==> src/rtl/lcd_write_seq_if.sv <==
// Core-side bus of the LCD write sequencer: command push, overflow clear and status.
interface lcd_write_seq_if;
    logic [31:0] i_lcd_wdata;
    logic        i_lcd_vld;
    logic        i_ovf_clr;
    logic        o_busy;
    logic        o_full;
    logic        o_ovf;

    modport master (
        output i_lcd_wdata, i_lcd_vld, i_ovf_clr,
        input  o_busy, o_full, o_ovf
    );

    modport slave (
        input  i_lcd_wdata, i_lcd_vld, i_ovf_clr,
        output o_busy, o_full, o_ovf
    );
endinterface

==> src/rtl/lcd_write_seq.sv <==
// LCD write sequencer: buffers core command words in a small FIFO and replays
// each onto HD44780-style pins with setup / EN pulse / hold / busy-gap timing.
module lcd_write_seq #(
    parameter int unsigned SETUP_CYC    = 2,
    parameter int unsigned EN_HIGH_CYC  = 12,
    parameter int unsigned HOLD_CYC     = 2,
    parameter int unsigned GAP_CYC      = 2000,
    parameter int unsigned LONG_GAP_CYC = 82000,
    parameter int unsigned DEPTH        = 4
) (
    input  logic               i_clk,
    input  logic               i_rst,
    lcd_write_seq_if.slave     bus,
    output logic               o_lcd_on,
    output logic               o_lcd_en,
    output logic               o_lcd_rs,
    output logic               o_lcd_rw,
    output logic [7:0]         o_lcd_data
);

    localparam int unsigned CW = $clog2(LONG_GAP_CYC + 1);
    localparam int unsigned AW = $clog2(DEPTH);
    localparam int unsigned NW = $clog2(DEPTH + 1);

    localparam logic [CW-1:0] LD_SETUP = CW'(SETUP_CYC - 1);
    localparam logic [CW-1:0] LD_EN    = CW'(EN_HIGH_CYC - 1);
    localparam logic [CW-1:0] LD_HOLD  = CW'(HOLD_CYC - 1);
    localparam logic [CW-1:0] LD_GAP   = CW'(GAP_CYC - 1);
    localparam logic [CW-1:0] LD_LONG  = CW'(LONG_GAP_CYC - 1);
    localparam logic [NW-1:0] FULL_CNT = NW'(DEPTH);

    typedef enum logic [2:0] {
        ST_IDLE,
        ST_SETUP,
        ST_PULSE,
        ST_HOLD,
        ST_GAP
    } state_t;

    state_t          state, state_next;
    logic [CW-1:0]   cnt, cnt_next;
    logic [9:0]      mem [DEPTH];
    logic [AW-1:0]   wptr, rptr;
    logic [NW-1:0]   count, count_next;
    logic [9:0]      head;
    logic            pop, push, drop, long_gap;
    logic            en_next, busy_next, full_next;
    logic            unused_wdata;

    // Bits 30:10 and the RW bit (8) of the command word carry nothing for this block.
    assign unused_wdata = ^{bus.i_lcd_wdata[30:10], bus.i_lcd_wdata[8]};

    assign head     = mem[rptr];
    assign pop      = (state == ST_IDLE) && (count != '0);
    // A full FIFO still accepts a push when the same edge pops an entry.
    assign push     = bus.i_lcd_vld && !i_rst && ((count != FULL_CNT) || pop);
    assign drop     = bus.i_lcd_vld && !i_rst && !push;
    // Clear display (0x01) and return home (0x02/0x03) need the long busy gap.
    assign long_gap = !o_lcd_rs && ((o_lcd_data[7:1] == 7'b0000000) ||
                                    (o_lcd_data == 8'h02) || (o_lcd_data == 8'h03));

    // FIFO occupancy after this edge.
    always_comb begin
        count_next = count;
        if (push && !pop) begin
            count_next = count + NW'(1);
        end else if (pop && !push) begin
            count_next = count - NW'(1);
        end
    end

    // FIFO pointers and occupancy; pointers wrap naturally as DEPTH is a power of 2.
    always_ff @(posedge i_clk) begin
        if (i_rst) begin
            wptr  <= '0;
            rptr  <= '0;
            count <= '0;
        end else begin
            if (push) wptr <= wptr + AW'(1);
            if (pop)  rptr <= rptr + AW'(1);
            count <= count_next;
        end
    end

    // FIFO storage of {ON, RS, DATA}.
    always_ff @(posedge i_clk) begin
        if (push) begin
            mem[wptr] <= {bus.i_lcd_wdata[31], bus.i_lcd_wdata[9], bus.i_lcd_wdata[7:0]};
        end
    end

    // FSM state and shared down-counter register.
    always_ff @(posedge i_clk) begin
        if (i_rst) begin
            state <= ST_IDLE;
            cnt   <= '0;
        end else begin
            state <= state_next;
            cnt   <= cnt_next;
        end
    end

    // Next-state and counter reload logic for the write phases.
    always_comb begin
        state_next = state;
        cnt_next   = cnt;
        unique case (state)
            ST_IDLE: begin
                if (pop) begin
                    state_next = ST_SETUP;
                    cnt_next   = LD_SETUP;
                end
            end
            ST_SETUP: begin
                if (cnt == '0) begin
                    state_next = ST_PULSE;
                    cnt_next   = LD_EN;
                end else begin
                    cnt_next = cnt - CW'(1);
                end
            end
            ST_PULSE: begin
                if (cnt == '0) begin
                    state_next = ST_HOLD;
                    cnt_next   = LD_HOLD;
                end else begin
                    cnt_next = cnt - CW'(1);
                end
            end
            ST_HOLD: begin
                if (cnt == '0) begin
                    state_next = ST_GAP;
                    cnt_next   = long_gap ? LD_LONG : LD_GAP;
                end else begin
                    cnt_next = cnt - CW'(1);
                end
            end
            ST_GAP: begin
                if (cnt == '0) begin
                    state_next = ST_IDLE;
                end else begin
                    cnt_next = cnt - CW'(1);
                end
            end
            default: begin
                state_next = ST_IDLE;
                cnt_next   = '0;
            end
        endcase
    end

    // Output decode from next-state values so registered outputs line up with the FSM.
    always_comb begin
        en_next   = (state_next == ST_PULSE);
        busy_next = (state_next != ST_IDLE) || (count_next != '0);
        full_next = (count_next == FULL_CNT);
    end

    // Registered pin and status outputs; RS/DATA/ON change only on a pop.
    always_ff @(posedge i_clk) begin
        if (i_rst) begin
            o_lcd_on   <= 1'b0;
            o_lcd_en   <= 1'b0;
            o_lcd_rs   <= 1'b0;
            o_lcd_rw   <= 1'b0;
            o_lcd_data <= '0;
            bus.o_busy <= 1'b0;
            bus.o_full <= 1'b0;
            bus.o_ovf  <= 1'b0;
        end else begin
            if (pop) begin
                o_lcd_on   <= head[9];
                o_lcd_rs   <= head[8];
                o_lcd_data <= head[7:0];
            end
            o_lcd_en   <= en_next;
            o_lcd_rw   <= 1'b0;
            bus.o_busy <= busy_next;
            bus.o_full <= full_next;
            if (drop) begin
                bus.o_ovf <= 1'b1;
            end else if (bus.i_ovf_clr) begin
                bus.o_ovf <= 1'b0;
            end
        end
    end

endmodule

==> src/flat_wrapper.sv <==
// flat-port wrapper written by rule: the top's interface ports become plain ports
module lcd_write_seq_flat 
#(
    parameter int unsigned SETUP_CYC    = 2,
    parameter int unsigned EN_HIGH_CYC  = 12,
    parameter int unsigned HOLD_CYC     = 2,
    parameter int unsigned GAP_CYC      = 2000,
    parameter int unsigned LONG_GAP_CYC = 82000,
    parameter int unsigned DEPTH        = 4
)
  (i_clk, i_rst, o_lcd_on, o_lcd_en, o_lcd_rs, o_lcd_rw, o_lcd_data, bus_i_lcd_wdata, bus_i_lcd_vld, bus_i_ovf_clr, bus_o_busy, bus_o_full, bus_o_ovf);
  lcd_write_seq_if bus_i ();
  input  logic i_clk;
  input  logic i_rst;
  output logic o_lcd_on;
  output logic o_lcd_en;
  output logic o_lcd_rs;
  output logic o_lcd_rw;
  output logic [7:0] o_lcd_data;
  input wire logic [$bits(bus_i.i_lcd_wdata)-1:0] bus_i_lcd_wdata;
  input wire logic [$bits(bus_i.i_lcd_vld)-1:0] bus_i_lcd_vld;
  input wire logic [$bits(bus_i.i_ovf_clr)-1:0] bus_i_ovf_clr;
  output wire logic [$bits(bus_i.o_busy)-1:0] bus_o_busy;
  output wire logic [$bits(bus_i.o_full)-1:0] bus_o_full;
  output wire logic [$bits(bus_i.o_ovf)-1:0] bus_o_ovf;
  assign bus_i.i_lcd_wdata = bus_i_lcd_wdata;
  assign bus_i.i_lcd_vld = bus_i_lcd_vld;
  assign bus_i.i_ovf_clr = bus_i_ovf_clr;
  assign bus_o_busy = bus_i.o_busy;
  assign bus_o_full = bus_i.o_full;
  assign bus_o_ovf = bus_i.o_ovf;
  lcd_write_seq #(.SETUP_CYC(SETUP_CYC), .EN_HIGH_CYC(EN_HIGH_CYC), .HOLD_CYC(HOLD_CYC), .GAP_CYC(GAP_CYC), .LONG_GAP_CYC(LONG_GAP_CYC), .DEPTH(DEPTH)) u_core (.i_clk(i_clk), .i_rst(i_rst), .bus(bus_i), .o_lcd_on(o_lcd_on), .o_lcd_en(o_lcd_en), .o_lcd_rs(o_lcd_rs), .o_lcd_rw(o_lcd_rw), .o_lcd_data(o_lcd_data));
endmodule
==> config.mk <==
export PLATFORM = sky130hd
export DESIGN_NAME = lcd_write_seq_flat
export DESIGN_NICKNAME = d
export VERILOG_FILES = /design/src/rtl/lcd_write_seq_if.sv /design/src/rtl/lcd_write_seq.sv /design/src/flat_wrapper.sv
export SDC_FILE = /design/constraint.sdc
export NUM_CORES = 1
export LEC_CHECK = 0
export ABC_AREA = 1
export BUFFER_PORTS_ARGS = -buffer_cell sky130_fd_sc_hd__buf_2
export CORE_MARGIN = 10
export CORE_UTILIZATION = 57
export DETAILED_ROUTE_END_ITERATION = 8
export PLACE_DENSITY = 0.79
export SLEW_MARGIN = 5
export SYNTH_ARGS = -nofsm -noshare
export SYNTH_HDL_FRONTEND = slang
export SYNTH_SLANG_ARGS = --single-unit
export TNS_END_PERCENT = 100
==> constraint.sdc <==
create_clock -name i_clk -period 2.25 [get_ports i_clk]
set_input_delay 0 -clock i_clk [delete_from_list [all_inputs] [get_ports i_clk]]
set_output_delay 0 -clock i_clk [all_outputs]
set_load 0.03 [all_outputs]
==> metrics.txt, run 1 <==
# TYPE chip_impl_metric gauge
chip_impl_info{name="synth_top_cells_by_count",value="nor2_1 (83), nand2_1 (58), dfxtp_1 (41), edfxtp_1 (40), o21ai_0 (36)"} 1
chip_impl_metric{name="leakagePower",unit="nW"} 1.81
chip_impl_info{name="outcome",value="finished clean"} 1
chip_impl_metric{name="cts_inserted_buffers",unit=""} 9
chip_impl_metric{name="antenna-diode-count",unit=""} 0
chip_impl_metric{name="number_of_cells_on_the_worst_reg_to_reg_path",unit=""} 5
chip_impl_metric{name="placedCellCount",unit=""} 533
chip_impl_metric{name="grt_antenna_before_repair",unit=""} 0
chip_impl_metric{name="cts.htree.levels",unit=""} 3
chip_impl_metric{name="cts.sinks",unit=""} 81
chip_impl_metric{name="worst_setup_hold_path_clk_slew",unit="ns"} 0.09
chip_impl_metric{name="num_io_pins",unit=""} 51
chip_impl_metric{name="finalWeightedCongestion",unit=""} 0.815
chip_impl_metric{name="placement.io_buffers",unit=""} 27
chip_impl_metric{name="grt_first_pass_wirelength",unit="um"} 13400
chip_impl_metric{name="clock_skew",unit="ns"} 0.0107
chip_impl_metric{name="cts_buffer_depth",unit=""} 2
chip_impl_metric{name="final_layout_size_suffix_gt1_frac",unit=""} 0.204
chip_impl_metric{name="wl_per_cell",unit="um"} 14.1
chip_impl_metric{name="die_width",unit="um"} 103
chip_impl_metric{name="synth.cell_area",unit="sq um"} 3880
chip_impl_metric{name="post-route-period-util",unit=""} 0.935
chip_impl_metric{name="slew_violations",unit=""} 0
chip_impl_metric{name="largest_net_degree_at_the_start_of_global_routing",unit=""} 24
chip_impl_info{name="tritoncts",value="built"} 1
chip_impl_metric{name="synth-edff-count",unit=""} 40
chip_impl_info{name="end_kind",value="flop"} 1
chip_impl_metric{name="clock.fmax",unit="GHz"} 0.475
chip_impl_metric{name="synth-async-reset-ratio",unit=""} 0
chip_impl_metric{name="vdd_drop_max",unit="uV"} 686
chip_impl_metric{name="drcViolationCount",unit=""} 0
chip_impl_metric{name="syn_inst",unit=""} 434
chip_impl_metric{name="fillers",unit=""} 536
chip_impl_metric{name="ys_seq_area_frac",unit=""} 0.521
chip_impl_metric{name="hold_slack",unit="ns"} 0.0281
chip_impl_metric{name="report.final.hold_viol_count",unit=""} 0
chip_impl_metric{name="tightestPinTransition",unit="ns"} 0.905
chip_impl_info{name="synthDominantAreaCellType",value="edfxtp_1"} 1
chip_impl_metric{name="fp.coreArea",unit="sq um"} 6720
chip_impl_metric{name="drt_first_iter_violations",unit=""} 127
chip_impl_metric{name="postPlaceCellArea",unit="sq um"} 4090
chip_impl_metric{name="timing.final.crit_period",unit="ns"} 2.10
chip_impl_metric{name="setup_viol_count_final",unit=""} 0
chip_impl_metric{name="synth.distinct_cells",unit=""} 40
chip_impl_info{name="cts.root.buffer_cell",value="clkbuf_8"} 1
chip_impl_metric{name="fp.dieArea",unit="sq um"} 10500
chip_impl_metric{name="cts_setup_buffers",unit=""} 0
chip_impl_metric{name="stdcell_area",unit="sq um"} 4380
chip_impl_metric{name="hold-path-cell-count",unit=""} 3
chip_impl_info{name="worstSetupStartpointType",value="flop"} 1
chip_impl_metric{name="synth.avg_cell_area",unit="sq um"} 8.95
chip_impl_metric{name="max-slew-margin-rel",unit=""} 0.394
chip_impl_metric{name="synthToLayoutAreaGrowth",unit="%"} 12.7
chip_impl_metric{name="cap_viol_max_count",unit=""} 0
chip_impl_info{name="ys_top_cells_by_area",value="edfxtp_1 (31%), dfxtp_1 (21%), nor2_1 (8.0%)"} 1
chip_impl_metric{name="core_util_final",unit=""} 0.652
chip_impl_metric{name="first_pass_iters",unit=""} 4
chip_impl_metric{name="yosys.area.top_type_share",unit=""} 0.309
chip_impl_metric{name="fin_cells",unit=""} 560
chip_impl_info{name="path_class",value="flop to flop"} 1
chip_impl_metric{name="route.vias.total",unit=""} 2934
chip_impl_metric{name="initial_util",unit=""} 0.578
chip_impl_metric{name="first_global_vias",unit=""} 2945
chip_impl_metric{name="layout.nets",unit=""} 519
chip_impl_metric{name="hpwl",unit="um"} 5390
chip_impl_info{name="synth-main-ff-cell",value="dfxtp_1"} 1
chip_impl_metric{name="ff_latch_area",unit="sq um"} 2020
chip_impl_metric{name="cp_data_required_time",unit="ns"} 2.23
chip_impl_metric{name="global_route.overflow_total",unit=""} 0
chip_impl_metric{name="die_h",unit="um"} 103
chip_impl_metric{name="multi_input_logic_area",unit="sq um"} 1640
chip_impl_metric{name="mappedNetlistNets",unit=""} 478
chip_impl_metric{name="synth.ff_latch_count",unit=""} 81
chip_impl_metric{name="p_per_area",unit="nW/um^2"} 1560
chip_impl_metric{name="std_cell_rows",unit=""} 30
chip_impl_info{name="hp-class",value="primary input to flop"} 1
chip_impl_metric{name="cp.arrival",unit="ns"} 2.08
chip_impl_metric{name="detail_route.wirelength",unit="um"} 7890
chip_impl_metric{name="worstSkewPairLatency",unit="ns"} 0.35
chip_impl_info{name="post-synth-top-count-cell",value="nor2_1"} 1
chip_impl_metric{name="drtAntennaViolNets",unit=""} 0
chip_impl_metric{name="path_max_fanout",unit=""} 10
chip_impl_metric{name="via_per_inst",unit=""} 5.24
chip_impl_metric{name="grtUsageTotal",unit=""} 0.165
chip_impl_metric{name="synth-warning-count",unit=""} 0
chip_impl_info{name="rsz0062_at_grt",value="yes"} 1
[per-layer routing]
| layer | wire [um] | track usage |
|---|---|---|
| met5 | 0 | 0 |
| met4 | 125 | 0.0575 |
| met3 | 403 | 0.0503 |
| met2 | 4190 | 0.304 |
| met1 | 3180 | 0.172 |
[placed cells by master (no fill, tap or decap), types with 2 or more instances in the layout]
cell type      netlist  routed
nor2_1              83      82
inv_2                5       5
dfxtp_1             41      41
nand4_1              4       4
o21ai_2              2       2
dlygate4sd3_1        0      11
nand3_1             26      26
clkinv_4             0       2
inv_6                0       3
ha_1                 8       8
o21ai_0             36      36
nor2_2               8       9
nor3_1               2       2
a21oi_2              9       9
xnor2_1              7       7
nand2_2              9       9
nor2_4               6       6
buf_4                1       6
a31oi_1             10      10
nand3_2              2       2
or2_2                2       2
inv_1               34      34
edfxtp_1            40      40
xor2_1               7       7
buf_2                0      27
clkbuf_8             0       9
nand2_1             58      58
a21oi_1              8       8
[report_power, final]
part / leakage [nW] / switching, mW / internal, mW
registers: 0.700 / 0.234 / 1.83
clock network: 0.0920 / 0.549 / 0.410
logic: 1.01 / 2.49 / 1.31
total: 1.81 / 3.28 / 3.55
[state kept, by name, summed over array words and instances, names as in the netlist]
| signal | flops |
|---|---|
| u_core.state | 3 |
| u_core.bus.o_full | 1 |
| u_core.count | 3 |
| u_core.o_lcd_en | 1 |
| u_core.cnt | 17 |
| u_core.bus.o_busy | 1 |
| u_core.o_lcd_on | 1 |
| u_core.rptr | 2 |
| u_core.o_lcd_data | 8 |
| u_core.wptr | 2 |
| u_core.mem | 40 |
| u_core.o_lcd_rs | 1 |
| u_core.bus.o_ovf | 1 |
[layout make-up]
type,instances,area share
Clock inverter,7,0.0120
Inverter,39,0.0334
Multi-Input combinational cell,300,0.375
Sequential cell,81,0.462
Clock buffer,9,0.0283
Tap cell,80,0.0229
Timing Repair Buffer,44,0.0663
[worst paths after layout]
| path | start | endpoint | slack, ns |
|---|---|---|---|
| setup / recovery | u_core.count[0] | u_core.mem[0][7] | 0.15 |
| setup reg to reg | u_core.count[0] | u_core.mem[0][7] | 0.15 |
| hold / removal | bus_i_lcd_vld | u_core.bus.o_ovf | 0.03 |
| hold reg to reg | u_core.bus.o_ovf | u_core.bus.o_ovf | 0.48 |
[worst max-delay path, cell delays in order, from the launching register on]
cell,delay (ns)
dfxtp_1,0.36
inv_1,0.09
ha_1,0.22
nand2_1,0.12
o21ai_1,0.20
nor2_1,0.74
[logic make-up (layout without fill, tap and decap cells)]
| kind of cell | after synthesis | in the layout | synth area share |
|---|---|---|---|
| and+or+nand+nor | 207 | 207 | 0.256 |
| DFF | 81 | 81 | 0.521 |
| AOI/OAI and AO/OA | 70 | 70 | 0.108 |
| buffers and inverters | 53 | 99 | 0.0570 |
| xor gates and xnor gates | 14 | 14 | 0.0316 |
| adders and majority gates | 8 | 8 | 0.0258 |
| other | 1 | 1 | 0.000966 |
[through the flow]
step / power (mW) / setup slack (ns) / TNS [ns]
floorplan: 5.21 / 0.534 / 0
global placement: 5.76 / 0.187 / 0
detailed placement: 5.88 / 0.0551 / 0
CTS: 6.88 / 0.0329 / 0
global route: 7.44 / -0.0644 / -1.44
finish: 6.82 / 0.146 / 0
[timing repair]
action,CTS,global route
hold buffers,11,0
setup endpoints to repair,0,40
hold endpoints to repair,41,0
gates resized for setup,0,1
Note: power is estimated with default switching activity, not from simulation.
==> inputs of run 2 (changes only) <==
--- a/config.mk
+++ b/config.mk
@@ -7,7 +7,6 @@
 export LEC_CHECK = 0
 export ABC_AREA = 1
 export BUFFER_PORTS_ARGS = -buffer_cell sky130_fd_sc_hd__buf_2
-export CORE_MARGIN = 10
 export CORE_UTILIZATION = 57
 export DETAILED_ROUTE_END_ITERATION = 8
 export PLACE_DENSITY = 0.79
==> constraint.sdc (replaced) <==
create_clock -name i_clk -period 2.25 [get_ports i_clk]
set_input_delay 0.45 -clock i_clk [delete_from_list [all_inputs] [get_ports i_clk]]
set_output_delay 0.45 -clock i_clk [all_outputs]
set_load 0.03 [all_outputs]
==> run 2 against run 1 <==
Net effect: highest routed layer unchanged; critical endpoint is now u_core.cnt[11]; sequential power is essentially flat; sequential cell count is the same; via count shrank 0.65%; non-clock buffer count shrank 8; critical path type unchanged.
==> metrics.txt, run 2 (synthesized netlist as in run 1, its figures left out) <==
# TYPE chip_impl_metric gauge
chip_impl_metric{name="vdd_drop_max",unit="uV"} 905
chip_impl_info{name="final_common_cell",value="nor2_1"} 1
chip_impl_metric{name="r2r_setup_slack",unit="ns"} 0.37
chip_impl_metric{name="timing.final.crit_period",unit="ns"} 1.88
chip_impl_metric{name="p_total",unit="mW"} 6.83
chip_impl_metric{name="setup_viol_count_final",unit=""} 0
chip_impl_metric{name="fillers",unit=""} 535
chip_impl_metric{name="grtUsageTotal",unit=""} 0.234
chip_impl_metric{name="std_cell_rows",unit=""} 29
chip_impl_metric{name="die_h",unit="um"} 84.5
chip_impl_info{name="cts.root.buffer_cell",value="clkbuf_8"} 1
chip_impl_metric{name="report.final.hold_viol_count",unit=""} 0
chip_impl_metric{name="final_layout_size_suffix_gt1_frac",unit=""} 0.212
chip_impl_metric{name="crit_path_setup_slack_layout",unit="ns"} 0.373
chip_impl_metric{name="cap_viol_max_count",unit=""} 0
chip_impl_metric{name="detail_route.wirelength",unit="um"} 7610
chip_impl_info{name="timing.critical_path.slowest_stage_cell",value="dfxtp_1"} 1
chip_impl_info{name="timing.hold.worst_endpoint",value="u_core.bus.o_ovf"} 1
chip_impl_metric{name="fp.dieArea",unit="sq um"} 7150
chip_impl_metric{name="initial_util",unit=""} 0.601
chip_impl_metric{name="first_global_vias",unit=""} 2812
chip_impl_metric{name="worst_setup_hold_path_clk_slew",unit="ns"} 0.09
chip_impl_metric{name="largest_net_degree_at_the_start_of_global_routing",unit=""} 25
chip_impl_info{name="worstSetupStartpointType",value="flop"} 1
chip_impl_metric{name="critPathMaxStageDelay",unit="ns"} 0.31
chip_impl_metric{name="die_width",unit="um"} 84.5
chip_impl_metric{name="via_per_inst",unit=""} 5.31
chip_impl_info{name="hp-class",value="primary input to flop"} 1
chip_impl_info{name="critical_path.reg2reg.startpoint",value="u_core.cnt[0]"} 1
chip_impl_info{name="end_kind",value="flop"} 1
chip_impl_metric{name="first_pass_iters",unit=""} 5
chip_impl_metric{name="setup-tns-final",unit="ns"} 0
chip_impl_metric{name="finalWeightedCongestion",unit=""} 0.875
chip_impl_metric{name="clock.fmax",unit="GHz"} 0.533
chip_impl_metric{name="synthToLayoutAreaGrowth",unit="%"} 10.4
chip_impl_metric{name="cts.htree.levels",unit=""} 3
chip_impl_info{name="path_class",value="flop to flop"} 1
chip_impl_metric{name="grt_first_pass_wirelength",unit="um"} 13000
chip_impl_metric{name="cp.arrival",unit="ns"} 2.13
chip_impl_info{name="crit_family",value="simple AND/OR/NAND/NOR gates"} 1
chip_impl_metric{name="layout.nets",unit=""} 511
chip_impl_info{name="critical_path.cell_chain",value="inv_1, ha_1, nand2_2, nor2_8, nand3_4, a21oi_1, o21ai_2, nand2_1, nor2_1"} 1
chip_impl_metric{name="drtAntennaViolNets",unit=""} 0
chip_impl_metric{name="worstSkewPairLatency",unit="ns"} 0.36
chip_impl_metric{name="clock_skew",unit="ns"} 0.00776
chip_impl_info{name="r2r_end",value="u_core.cnt[11]"} 1
chip_impl_metric{name="leakagePower",unit="nW"} 1.78
chip_impl_metric{name="cts_setup_buffers",unit=""} 0
chip_impl_metric{name="p_per_area",unit="nW/um^2"} 1590
chip_impl_metric{name="fp.coreArea",unit="sq um"} 6460
chip_impl_metric{name="grt_antenna_before_repair",unit=""} 0
chip_impl_metric{name="route.vias.total",unit=""} 2915
chip_impl_info{name="registers.top_by_ff_count",value="u_core.mem"} 1
chip_impl_metric{name="drt_first_iter_violations",unit=""} 162
chip_impl_info{name="biggestRegsByFlops",value="u_core.mem x40, u_core.cnt x17, u_core.o_lcd_data x8"} 1
chip_impl_metric{name="num_io_pins",unit=""} 51
chip_impl_metric{name="place_worst_setup_slack",unit="ns"} 0.403
chip_impl_info{name="tritoncts",value="built"} 1
chip_impl_metric{name="hpwl",unit="um"} 5210
chip_impl_metric{name="largest_register_ff_count",unit=""} 40
chip_impl_metric{name="crit_buf_inv",unit=""} 1
chip_impl_metric{name="post-route-period-util",unit=""} 0.834
chip_impl_metric{name="hold_buffers",unit=""} 0
chip_impl_info{name="rsz0062_at_grt",value="no"} 1
chip_impl_metric{name="number_of_cells_on_the_worst_reg_to_reg_path",unit=""} 9
chip_impl_metric{name="postCtsResizedCells",unit=""} 0
chip_impl_metric{name="global_route.overflow_total",unit=""} 0
chip_impl_metric{name="slew_violations",unit=""} 0
chip_impl_metric{name="wl_per_cell",unit="um"} 13.9
chip_impl_metric{name="max-slew-margin-rel",unit=""} 0.630
chip_impl_metric{name="cts_buffer_depth",unit=""} 2
chip_impl_metric{name="placement.io_buffers",unit=""} 27
chip_impl_metric{name="tightestPinTransition",unit="ns"} 0.554
chip_impl_info{name="final_cell_mix",value="nor2_1 (83), nand2_1 (58), dfxtp_1 (41)"} 1
chip_impl_metric{name="cp_data_required_time",unit="ns"} 2.50
chip_impl_metric{name="cts.sinks",unit=""} 81
chip_impl_metric{name="antenna-diode-count",unit=""} 0
chip_impl_info{name="outcome",value="finished clean"} 1
chip_impl_metric{name="drcViolationCount",unit=""} 0
chip_impl_metric{name="hold-path-cell-count",unit=""} 2
chip_impl_metric{name="path_max_fanout",unit=""} 13
chip_impl_metric{name="cts_inserted_buffers",unit=""} 9
chip_impl_info{name="worstHoldStart",value="bus_i_ovf_clr"} 1
-- run 2: cell count changes in the layout (fill, tap and decap cells not counted) --
cell	previous run	this run
buf_4	6	9
clkinv_2	1	0
clkinv_4	2	0
clkinvlp_4	0	1
dlygate4sd3_1	11	0
inv_6	3	4
inv_8	0	1
nor2_1	82	83
nor2_2	9	8
-- run 2: power by group --
part	internal (mW)	switching [mW]
Sequential	1.83	0.233
Clock	0.420	0.572
Combinational	1.29	2.48
Total	3.54	3.29
-- run 2: metrics by stage --
stage	instances	hold WS (ns)	utilization	cell area, sq um
after global routing	549	0.265	0.664	4290
after CTS	549	0.263	0.664	4290
after detailed placement	533	0.460	0.636	4110
final	549	0.275	0.664	4290
after floorplan	434	0.443	-	3880
after global placement	533	0.455	0.636	4110
-- run 2: final cells by class --
type | count | area, sq um | share of cell area
Tap cell | 77 | 96.3 | 0.0225
Clock inverter | 7 | 57.6 | 0.0134
Sequential cell | 81 | 2020 | 0.471
Multi-Input combinational cell | 300 | 1640 | 0.382
Clock buffer | 9 | 124 | 0.0289
Timing Repair Buffer | 36 | 203 | 0.0473
Inverter | 39 | 146 | 0.0341
-- run 2: worst max path at each step --
| stage | from | to | slack (ns) | depth (start not counted) |
|---|---|---|---|---|
| floorplan | i_rst | u_core.mem[0][0] | 0.46 | 5 |
| global placement | u_core.cnt[0] | u_core.cnt[11] | 0.44 | 9 |
| detailed placement | u_core.cnt[0] | u_core.cnt[4] | 0.40 | 9 |
| CTS | u_core.cnt[0] | u_core.cnt[11] | 0.38 | 9 |
| global route | u_core.cnt[0] | u_core.cnt[11] | 0.18 | 9 |
| finish | u_core.cnt[0] | u_core.cnt[11] | 0.37 | 9 |
-- run 2: routing by layer --
metal	vias up	wire, um	global-route usage
met4	0	112	0.0817
met3	11	419	0.0580
met5	-	0	0
li1	1500	-	-
met1	1335	3440	0.296
met2	69	3630	0.394
